### config.mk
export PLATFORM = sky130hd
export DESIGN_NAME = float32_to_q16_16
export DESIGN_NICKNAME = d
export VERILOG_FILES = /design/src/rtl/float32_to_q16_16.sv
export SDC_FILE = /design/constraint.sdc
export NUM_CORES = 1
export LEC_CHECK = 0
export ABC_CLOCK_PERIOD_IN_PS = 4650
export CAP_MARGIN = 20
export CORE_MARGIN = 8
export CORE_UTILIZATION = 59
export CTS_CLUSTER_DIAMETER = 80
export DETAILED_ROUTE_END_ITERATION = 16
export PLACE_DENSITY = 0.9
export SLEW_MARGIN = 20
export SYNTH_ARGS = -nofsm -noshare
export SYNTH_HDL_FRONTEND = slang
export SYNTH_SLANG_ARGS = --single-unit
### constraint.sdc
create_clock -name clk -period 4.65 [get_ports clk]
set_input_delay 0.465 -clock clk [delete_from_list [all_inputs] [get_ports clk]]
set_output_delay 0.465 -clock clk [all_outputs]
set_load 0.02 [all_outputs]
### src/rtl/float32_to_q16_16.sv
// -----------------------------------------------------------------------------
// float32_to_q16_16
//
// Converts an IEEE-754 single-precision float into an unsigned Q16.16
// fixed-point word (16 integer bits, 16 fractional bits). The conversion is
// an iterative FSM (IDLE -> UNPACK -> ALIGN -> ROUND -> HOLD). There are
// valid/ready handshakes on both sides, so a stalled consumer back-pressures
// the float producer.
//
// Parameters:
//   ROUND_EN   1 = round-to-nearest-even at the 2^-16 LSB, 0 = truncate
//
// Ports:
//   clk        system clock
//   reset      synchronous, active-high reset
//   in_valid   in_float is valid
//   in_ready   block can accept an input this cycle
//   in_float   IEEE-754 single: [31] sign, [30:23] exponent, [22:0] mantissa
//   out_valid  result fields are valid
//   out_ready  consumer accepts the result
//   out_fixed  unsigned Q16.16 result
//   out_ovf    +Inf or magnitude >= 65536; result saturated to all ones
//   out_neg    negative non-zero input (incl. -Inf); result clamped to 0
//   out_nan    NaN input; result 0
// -----------------------------------------------------------------------------
module float32_to_q16_16 #(
   parameter bit ROUND_EN = 1'b1
) (
   input  logic        clk,
   input  logic        reset,
   input  logic        in_valid,
   output logic        in_ready,
   input  logic [31:0] in_float,
   output logic        out_valid,
   input  logic        out_ready,
   output logic [31:0] out_fixed,
   output logic        out_ovf,
   output logic        out_neg,
   output logic        out_nan
);

   typedef enum logic [2:0] {IDLE, UNPACK, ALIGN, ROUND, HOLD} state_t;
   typedef enum logic [1:0] {CLS_ZERO, CLS_NORM, CLS_INF, CLS_NAN} cls_t;

   state_t             state, state_nxt;

   logic [31:0]        float_q;
   logic               sign_q;
   cls_t               cls_q;
   logic [23:0]        sig_q;
   logic signed [9:0]  k_q;
   logic [31:0]        value_q;
   logic               guard_q;
   logic               sticky_q;
   logic               big_q;

   logic [9:0]         shift_r;
   logic [47:0]        align_ext;
   logic [31:0]        align_value;
   logic               align_guard;
   logic               align_sticky;
   logic               align_big;

   logic               round_inc;
   logic [32:0]        round_sum;
   logic [31:0]        res_fixed;
   logic               res_ovf;
   logic               res_neg;
   logic               res_nan;

   // ---------------------------------------------------------------- FSM ---
   // NOTE: sequential state is written with non-blocking assignments so every
   // register samples the pre-edge values of its neighbours.
   always_ff @(posedge clk) begin
      if (reset) state <= IDLE;
      else       state <= state_nxt;
   end

   // NOTE: every output of this block gets a default first, so no path can
   // leave a variable unassigned and infer a latch.
   always_comb begin
      state_nxt = state;
      in_ready  = 1'b0;
      out_valid = 1'b0;
      case (state)
         IDLE: begin
            in_ready = 1'b1;
            if (in_valid) state_nxt = UNPACK;
         end
         UNPACK: state_nxt = ALIGN;
         ALIGN:  state_nxt = ROUND;
         ROUND:  state_nxt = HOLD;
         HOLD: begin
            out_valid = 1'b1;
            if (out_ready) state_nxt = IDLE;
         end
         default: state_nxt = IDLE;
      endcase
   end

   // -------------------------------------------------------------- align ---
   // k is exp - 134: the shift that places the 24-bit significand (binary
   // point after bit 23) onto a Q16.16 grid.
   assign shift_r = 10'(-k_q);

   always_comb begin
      align_ext    = '0;
      align_value  = '0;
      align_guard  = 1'b0;
      align_sticky = 1'b0;
      align_big    = 1'b0;
      if (k_q >= 10'sd9) begin
         align_big = 1'b1;
      end else if (!k_q[9]) begin
         align_value = {8'd0, sig_q} << k_q[3:0];
      end else if (shift_r <= 10'd25) begin
         // Pad 24 zeros below the significand so that the bits shifted out
         // stay visible as guard (top pad bit) and sticky (the rest).
         align_ext    = {sig_q, 24'd0} >> shift_r[4:0];
         align_value  = {8'd0, align_ext[47:24]};
         align_guard  = align_ext[23];
         align_sticky = |align_ext[22:0];
      end else begin
         // Everything lies below the guard position: non-zero but far too
         // small to ever round up.
         align_sticky = 1'b1;
      end
   end

   // -------------------------------------------------------------- round ---
   assign round_inc = ROUND_EN && guard_q && (sticky_q || value_q[0]);
   assign round_sum = {1'b0, value_q} + {32'd0, round_inc};

   // Special classes take priority in this order; at most one flag is set.
   always_comb begin
      res_fixed = '0;
      res_ovf   = 1'b0;
      res_neg   = 1'b0;
      res_nan   = 1'b0;
      if (cls_q == CLS_NAN) begin
         res_nan = 1'b1;
      end else if (sign_q && cls_q != CLS_ZERO) begin
         res_neg = 1'b1;
      end else if (cls_q == CLS_INF || big_q || round_sum[32]) begin
         res_fixed = 32'hFFFF_FFFF;
         res_ovf   = 1'b1;
      end else if (cls_q == CLS_NORM) begin
         res_fixed = round_sum[31:0];
      end
   end

   // ----------------------------------------------------------- datapath ---
   always_ff @(posedge clk) begin
      if (reset) begin
         float_q   <= '0;
         sign_q    <= 1'b0;
         cls_q     <= CLS_ZERO;
         sig_q     <= '0;
         k_q       <= '0;
         value_q   <= '0;
         guard_q   <= 1'b0;
         sticky_q  <= 1'b0;
         big_q     <= 1'b0;
         out_fixed <= '0;
         out_ovf   <= 1'b0;
         out_neg   <= 1'b0;
         out_nan   <= 1'b0;
      end else begin
         case (state)
            IDLE: begin
               if (in_valid) float_q <= in_float;
            end
            UNPACK: begin
               sign_q <= float_q[31];
               sig_q  <= {1'b1, float_q[22:0]};
               k_q    <= $signed({2'b00, float_q[30:23]}) - 10'sd134;
               if (float_q[30:23] == 8'd0)
                  cls_q <= CLS_ZERO;
               else if (float_q[30:23] == 8'hFF)
                  cls_q <= (float_q[22:0] == 23'd0) ? CLS_INF : CLS_NAN;
               else
                  cls_q <= CLS_NORM;
            end
            ALIGN: begin
               value_q  <= align_value;
               guard_q  <= align_guard;
               sticky_q <= align_sticky;
               big_q    <= align_big;
            end
            ROUND: begin
               out_fixed <= res_fixed;
               out_ovf   <= res_ovf;
               out_neg   <= res_neg;
               out_nan   <= res_nan;
            end
            default: ;
         endcase
      end
   end

endmodule

# After elaboration in Yosys (flattened, before gate mapping)
# Cells that the tools add are included.
[totals] in_bits=36 wordCells=71 register_bits=142 out_inout_bits=37
[classes] shifts=2 eq_ne=10 magnitude_cmp=2 add_sub_neg=3 muxes=28 n_reduce_logical=12
[ops] op="$mux W32" n=6
[ops] op="$shr A48 B5 Y48" n=1
[ops] op="$add A32 B1 Y33" n=1
[ops] op="$shl A24 B4 Y32" n=1
[ops] op="$mux W24" n=1
[ops] op="$logic_not A23 Y1" n=1
[ops] op="$reduce_or A23 Y1" n=1
[ops] op="$mux W1" n=16
[ops] op="$pmux W3 S5" n=1
[ops] op="$ge A10 B5 Y1 const B" n=1
[ops] op="$le A10 B5 Y1 const B" n=1
[ops] op="$neg A10 Y10" n=1
[ops] op="$sub A8 B8 Y9 const B" n=1
[ops] op="$eq A8 B8 Y1 const B" n=1
[ops] op="$logic_not A8 Y1" n=1
[ops] op="$eq A3 B2 Y1 const B" n=2
[ops] op="$mux W3" n=2
[ops] op="$eq A2 B2 Y1 const B" n=2
[ops] op="$mux W2" n=2
[ops] op="$ne A2 B2 Y1 const B" n=2
[ops] op="$reduce_and A2 Y1" n=2
[ops] op="$eq A3 B1 Y1 const B" n=1
[ops] op="$eq A3 B3 Y1 const B" n=1
[ops] op="$logic_not A3 Y1" n=1
[ops] op="other kinds (4)" n=7

# Depth between registers and ports, before layout
# Gate-level depths: netlist (run 1).
[depth] word_depth=7 depth_mapped=15 ltp_nobuf=9

# Worst setup path before layout (run 1)
# Ideal clock, no wire load.
[synth_timing] path_kind="reg2reg" startpoint="reg k_q[0]" endpoint="reg value_q[2]" slack_ns=0.856 setup_time_ns=0.122 path_stages_with_launch=14 t_arrival_ns=3.672 path_buffers=5 period_less_slack_ns=3.794 cell_sequence="dfxtp_1 -> buf_6 -> clkinv_1 -> buf_1 -> clkbuf_1 -> ha_1 -> buf_2 -> xnor2_1 -> buf_2 -> mux4_2 -> mux4_2 -> nand2_1 -> o21ai_0 -> a221o_1"
[synth_between] elab_chain_cells=5 elab_cells_between_ends=8
[synth_lines] item="from (decl)" line="51" source="logic signed [9:0] k_q;"
[synth_lines] item="from (signal assigned)" line="176" source="k_q <= $signed({2'b00, float_q[30:23]}) - 10'sd134;"
[synth_lines] item="$neg A10 Y10" line="104" source="assign shift_r = 10'(-k_q);"
[synth_lines] item="$le A10 B5 Y1 or $shr A48 B5 Y48 (tied branches)" line="116, 119"
[synth_lines] item="$mux W24" line="116" source="end else if (shift_r <= 10'd25) begin"
[synth_lines] item="$mux W32" line="114" source="end else if (!k_q[9]) begin"
[synth_lines] item="$mux W32 *" line="112" source="if (k_q >= 10'sd9) begin"
[synth_lines] item="to (signal assigned)" line="185" source="value_q <= align_value;"
[synth_lines] item="to (decl)" line="52" source="logic [31:0] value_q;"
# Every way passes the cells marked *; elsewhere a longest branch is shown, timed or not.
# A chain may end at the register's enable or synchronous reset.

# Final worst setup path (run 1)
# Ends and elaborated chain as after synthesis.

==> results of run 1 <==
==> state kept, by name, summed over array words and instances, names as in the netlist <==
| register | count |
|---|---|
| out_nan | 1 |
| out_ovf | 1 |
| sig_q | 24 |
| guard_q | 1 |
| float_q | 32 |
| out_neg | 1 |
| sticky_q | 1 |
| k_q | 9 |
| sign_q | 1 |
| cls_q | 2 |
| out_fixed | 32 |
| big_q | 1 |
| state | 3 |
| value_q | 32 |
==> cells by family (layout without fill, tap and decap cells) <==
| logic type | count (synthesis) | after routing |
|---|---|---|
| fa+ha+maj | 6 | 6 |
| flops | 141 | 141 |
| compound gates | 258 | 258 |
| simple gates | 383 | 383 |
| xor+xnor | 43 | 43 |
| mux | 105 | 105 |
| buf+inv | 99 | 132 |
==> synth_stat cells (all sizes together) (3+ instances only) <==
cell / n / area share
nand3: 15 / 0.0089
a222oi: 6 / 0.0071
a21oi: 122 / 0.072
a22o: 9 / 0.0094
dfxtp: 141 / 0.33
and2: 6 / 0.0045
a211oi: 6 / 0.0053
o211ai: 4 / 0.0036
inv: 12 / 0.0053
and4: 4 / 0.0042
buf: 26 / 0.016
ha: 5 / 0.0074
a22oi: 39 / 0.035
or3: 4 / 0.0030
nor3: 27 / 0.016
mux2i: 59 / 0.070
mux2: 20 / 0.027
nand2: 204 / 0.091
o22ai: 21 / 0.016
nor2: 66 / 0.029
a221o: 5 / 0.0059
clkbuf: 60 / 0.027
xnor2: 28 / 0.029
or4: 3 / 0.0036
nand2b: 3 / 0.0031
nor4: 13 / 0.0097
xor2: 15 / 0.016
o21ai: 18 / 0.011
nor2b: 4 / 0.0030
mux4: 26 / 0.069
nor3b: 4 / 0.0036
a31oi: 11 / 0.0082
nand4: 15 / 0.011
and3: 5 / 0.0037
==> worst max path at each step <==
stage | depth (start not counted) | end | slack (ps) | from
final | 10 | value_q[2] | 610 | k_q[0]
after floorplan | 13 | value_q[2] | 860 | k_q[0]
after global routing | 10 | value_q[2] | 290 | k_q[0]
after global placement | 10 | value_q[2] | 970 | k_q[0]
after detailed placement | 10 | value_q[2] | 830 | k_q[0]
after CTS | 10 | value_q[2] | 800 | k_q[0]
==> per-layer routing <==
layer / track usage / routed length, um
met5: 0 / 0
met4: 0.146 / 964
met3: 0.0523 / 1940
met2: 0.441 / 11800
met1: 0.321 / 9680
==> through the flow <==
stage	instance area, sq um	util
floorplan	8430	-
global placement	9140	0.656
detailed placement	9140	0.656
CTS	9830	0.705
global route	9830	0.706
finish	9830	0.706
==> cell type report <==
class	count	area, sq um	share of cell area
tap	180	225	0.0229
timing repair buffer	87	831	0.0845
sequential	141	2820	0.287
inverter	13	48.8	0.00496
clock buffer	21	450	0.0458
clock inverter	11	238	0.0242
multi-input combinational	795	5220	0.531
==> power by group <==
group | switching [uW] | internal [uW]
Clock | 509 | 1070
Combinational | 381 | 246
Sequential | 68.5 | 1250
==> worst max-delay path, cell delays in order (launching register included) <==
cell      delay [ps]
dfxtp_2          310
buf_4            220
clkinv_1          90
ha_1             340
or3b_2           520
a211o_1          310
a21oi_1          690
nor2b_1          720
nand3_1          290
nor3_1           320
a221o_1          160
==> placed cells by master (no fill, tap or decap), drive strengths merged, types with 5 or more instances in the layout <==
cell and instances:
a21oi 122, a22o 9, nor3 27, a31oi 11, mux2 20, clkdlybuf4s50 71, nor2 66, nor4 13
o21ai 18, nand2 204, nand4 15, clkbuf 21, bufinv 7, a221o 5, a211oi 6, and2 6
xnor2 28, xor2 15, clkinv 5, buf 16, mux2i 59, inv 12, mux4 26, a22oi 39
dfxtp 141, ha 5, o22ai 21, nand3 15, a222oi 6, and3 5
==> metrics.md, run 1 <==
| Metric | Value |
|---|---|
| Outcome | `finished, final reports clean` |
| Setup repair after global routing missed its margin | `no` |
| Port buffer count | `72` |
| Synth Area per Inst | `8.14 sq um` |
| Largest net degree at the start of global routing | `92` |
| EDFF count, synth | `0` |
| Final global-route overflow total | `0` |
| Filler cells | `roughly 1100` |
| Maxcap violations | `0` |
| Post-detailed-placement half-perimeter wirelength | `~17 mm` |
| Cells after DPL | `around 1200` |
| Wire length of the first global-routing pass | `a little under 40 mm` |
| GPL Wtd Cong | `0.990` |
| Post-synthesis share of cell area spent on xor and xnor gates | `0.0447` |
| Number of I/O pins | `73` |
| Cell leakage power | `0.00350 uW` |
| Final worst path period share | `0.869` |
| Power Dens Cells | `359 nW/um^2` |
| Worst-case hold slack | `455 ps` |
| Row Count | `43` |
| Cell depth of the worst hold path | `2` |
| DRC Markers | `0` |
| Mean number of vias per cell | `6.46` |
| Overall global routing resource usage | `0.267` |
| Arrival time of data at the critical path endpoint | `around 4400 ps` |
| Detailed Routing Iterations Pass 1 | `5` |
| Die Area | `18400 sq um` |
| Critical Setup Path Class | `reg -> reg` |
| Worst R2R Start | `k_q[0]` |
| Number of nets in the synthesized netlist | `between 1000 and 1500` |
| Slack of the critical path | `609 ps` |
| Share of layout cells above drive strength 1 | `0.100` |
| Hold Buf Count CTS | `0` |
| Number of H-tree branching levels | `4` |
| Effective utilization at floorplan | `0.605` |
| Max Transition Viols Final | `0` |
| Setup Total Neg Slack | `0 ps` |
| Peak ir drop on the vdd network | `0.000340 V` |
| Chip Height | `roughly 140 um` |
| Warnings from Yosys | `0` |
| Total via count after detailed routing | `8067` |
| # diodes | `0` |
| Most used flip-flop cell after synthesis | `dfxtp_1` |
| Antenna violations before repair | `0` |
| Synth-to-layout area growth | `16.7%` |
| Setup crit end kind | `flip-flop` |
| Antenna-violating nets left | `0` |
| Setup violation total in the final timing report | `0` |
| Hold wc startpoint | `float_q[31]` |
| Max Clock Freq | `0.247 GHz` |
| Share of flip-flops with an asynchronous set or reset | `0` |
| Tightest Hold Check Type | `reg -> reg` |
| Reg2reg setup slack | `610 ps` |
| Critical Path Fanout Max | `28` |
| Mux cell area share after synthesis | `0.166` |
| Synth Instances | `1035` |
| Final Net Count | `around 1100` |
| Clock insertion delay at the later pin of the skew report | `around 430 ps` |
| Worst clock skew | `10.3 ps` |
| Post-CTS repair timing setup buffer count | `0` |
| Worst R2R End | `value_q[2]` |
| Detailed-route wire length | `24.3 mm` |
| Worst r2r path cells | `10` |
| Number of DRC violations after detailed-routing iteration 0 | `between 1000 and 1500` |
| Number of resized instances in the post-cts repair step | `0` |
| CTS Buffer Depth | `2` |
| Flop and latch count out of synthesis | `141` |
| Via count of the first global-routing pass | `7823` |
| TritonCTS clock tree | `built` |
| Die width | `around 140 um` |
| Final number of hold-violating endpoints | `0` |
| Reg clk slew, reported paths | `60 ps` |
| Average wire per cell in the routed design | `19.5 um` |
| Place WS | `834 ps` |
| Number of non-filler instances in the completed layout | `approximately 1200` |
| Dominant combinational cell family by area after synthesis | `simple AND/OR/NAND/NOR gates` |
| Clock period minus final worst setup slack | `4040 ps` |
| Tot Pwr | `3530 uW` |
| Post-synthesis compound-gate area fraction | `0.192` |
| Actual slew at the worst max-slew pin | `1120 ps` |
| Sink of the worst hold path | `float_q[31]` |
| Worst path required time | `5020 ps` |
| Simple-gate portion of the synthesized area | `0.205` |
| CTS Root Buffer Type | `clkbuf_16` |
| Kind of start point of the critical path | `flip-flop` |
| Inserted Clock Buffers | `17` |
| Portion of the post-synthesis area used by sequential elements | `0.335` |
| Sinks on the clock net | `141` |
| Adder-cell share of the synthesized area | `0.00861` |
| Post-synth cell types | `63` |
| Worst slew margin | `0.248` |
| Post-synth design cell area | `8430 sq um` |
| Core footprint | `~14000 sq um` |
Power figures use the tool's default switching activity.
==> inputs of run 2 (changes only) <==
--- a/config.mk
+++ b/config.mk
@@ -12,7 +12,6 @@
 export CTS_CLUSTER_DIAMETER = 80
 export DETAILED_ROUTE_END_ITERATION = 16
 export PLACE_DENSITY = 0.9
-export SLEW_MARGIN = 20
 export SYNTH_ARGS = -nofsm -noshare
 export SYNTH_HDL_FRONTEND = slang
 export SYNTH_SLANG_ARGS = --single-unit
==> metrics.md, run 2 (synthesis results as in run 1) <==
| Metric | Value |
|---|---|
| Slowest cell on the critical path | `nor2b_1` |
| Actual slew at the worst max-slew pin | `~1100 ps` |
| Number of I/O pins | `73` |
| Kind of start point of the critical path | `flip-flop` |
| Port buffer count | `72` |
| Effective utilization at floorplan | `0.605` |
| Worst R2R End | `value_q[2]` |
| Synth-to-layout area growth | `17.0%` |
| Top library cells by usage in the layout, fill and taps aside | `nand2_1, dfxtp_1, a21oi_1` |
| Final worst path period share | `0.849` |
| Cell depth of the worst hold path | `2` |
| Tightest Hold Check Type | `reg -> reg` |
| Largest net degree at the start of global routing | `92` |
| Reg clk slew, reported paths | `approximately 60 ps` |
| Overall global routing resource usage | `0.267` |
| TritonCTS clock tree | `built` |
| Worst clock skew | `slightly above 9 ps` |
| CP max stage delay | `700 ps` |
| Critical Setup Path Class | `reg -> reg` |
| Setup Total Neg Slack | `0 ps` |
| Final global-route overflow total | `0` |
| Setup violation total in the final timing report | `0` |
| Worst slew margin | `0.254` |
| Worst r2r path cells | `10` |
| Setup crit end kind | `flip-flop` |
| Number of H-tree branching levels | `4` |
| Mean number of vias per cell | `6.49` |
| DRC Markers | `0` |
| Average wire per cell in the routed design | `slightly below 20 um` |
| Row Count | `43` |
| Max Transition Viols Final | `0` |
| Maxcap violations | `0` |
| Wire length of the first global-routing pass | `39.7 mm` |
| Max Clock Freq | `0.253 GHz` |
| Die Area | `18400 sq um` |
| Sinks on the clock net | `~140` |
| Total via count after detailed routing | `8116` |
| # diodes | `0` |
| Placed instance area | `9140 sq um` |
| Via count of the first global-routing pass | `7823` |
| Chip Height | `~140 um` |
| Final Net Count | `1098` |
| Die width | `136 um` |
| Post-CTS repair timing setup buffer count | `0` |
| Hold Buf Count CTS | `0` |
| Power Dens Cells | `359 nW/um^2` |
| Share of layout cells above drive strength 1 | `0.100` |
| Clock period minus final worst setup slack | `3950 ps` |
| Arrival time of data at the critical path endpoint | `4320 ps` |
| Detailed Routing Iterations Pass 1 | `5` |
| Filler cells | `1071` |
| Antenna violations before repair | `0` |
| Clock insertion delay at the later pin of the skew report | `420 ps` |
| Cell leakage power | `0.00352 uW` |
| Reg2reg setup slack | `700 ps` |
| CTS Root Buffer Type | `clkbuf_16` |
| Layout Cell Area excl Fill | `9860 sq um` |
| Outcome | `finished, final reports clean` |
| Setup repair after global routing missed its margin | `no` |
| Critical Path Fanout Max | `28` |
| GPL Wtd Cong | `0.990` |
| Number of resized instances in the post-cts repair step | `0` |
| Core footprint | `13900 sq um` |
| Peak ir drop on the vdd network | `0.000340 V` |
| Worst path required time | `5020 ps` |
| Inserted Clock Buffers | `17` |
| Most frequent standard cell in the layout excluding fill and tap cells | `nand2_1` |
| Timing endpoint of the critical path | `value_q[2]` |
| Antenna-violating nets left | `0` |
| CTS Buffer Depth | `2` |
| Worst R2R Start | `k_q[0]` |
| Cell Chain, Critical Path | `buf_4 -> clkinv_1 -> ha_1 -> or3b_2 -> a211o_1 -> a21oi_1 -> nor2b_1 -> nand3_1 -> nor3_1 -> a221o_1` |
| Final number of hold-violating endpoints | `0` |
| Post-detailed-placement half-perimeter wirelength | `~17 mm` |
| Largest regs | `float_q x32, out_fixed x32, value_q x32` |
| Origin of the worst setup path | `k_q[0]` |
| Number of DRC violations after detailed-routing iteration 0 | `1000` |
| Detailed-route wire length | `24.3 mm` |
-- run 2: changes by cell type in the layout (fill, tap and decap cells not counted), sizes merged --
cell / delta
buf: +1
clkbuf: +1
-- run 2: report_power, final --
| group | leakage, uW | switching [uW] | internal, uW |
|---|---|---|---|
| clock network | 0.000335 | 507 | 1070 |
| registers | 0.00114 | 69.2 | 1250 |
| logic | 0.00204 | 382 | 252 |
-- run 2: worst min path at each step --
stage | start | end | slack, ps
finish | float_q[31] | float_q[31] | 450
global placement | out_ovf | out_ovf | 440
floorplan | float_q[31] | sign_q | 430
detailed placement | float_q[31] | float_q[31] | 450
global route | reset | value_q[4] | 490
CTS | reset | value_q[1] | 450
-- run 2: final cells by class --
| type | instances | area, sq um | area share |
|---|---|---|---|
| Multi-Input combinational cell | 795 | 5210 | 0.528 |
| Sequential cell | 141 | 2820 | 0.286 |
| Timing Repair Buffer | 89 | 863 | 0.0876 |
| Clock buffer | 21 | 450 | 0.0457 |
| Clock inverter | 11 | 238 | 0.0241 |
| Tap cell | 180 | 225 | 0.0228 |
| Inverter | 13 | 48.8 | 0.00495 |
-- run 2: metrics by stage --
stage	hold WS (ps)	util	worst slack [ps]	std cells	total power, uW
finish	454	0.708	700	1250	3540
global route	489	0.708	291	1250	3660
CTS	452	0.705	796	1248	3520
detailed placement	448	0.656	834	1216	1950
global placement	445	0.656	970	1216	1940
floorplan	432	-	856	1035	1790
-- run 2: routing by layer --
layer	routed length [um]	global-route usage	vias to the layer above
li1	-	-	3805
met1	9700	0.321	3780
met4	1080	0.146	0
met2	11500	0.441	442
met5	0	0	-
met3	1980	0.0523	89
-- run 2: worst max-delay path: cells and delay by family, from the launching register on --
| family | cells | cell delay, ps |
|---|---|---|
| compound gates | 3 | 1140 |
| flops | 1 | 320 |
| buf+inv | 2 | 310 |
| simple gates | 4 | 1770 |
| fa+ha+maj | 1 | 340 |
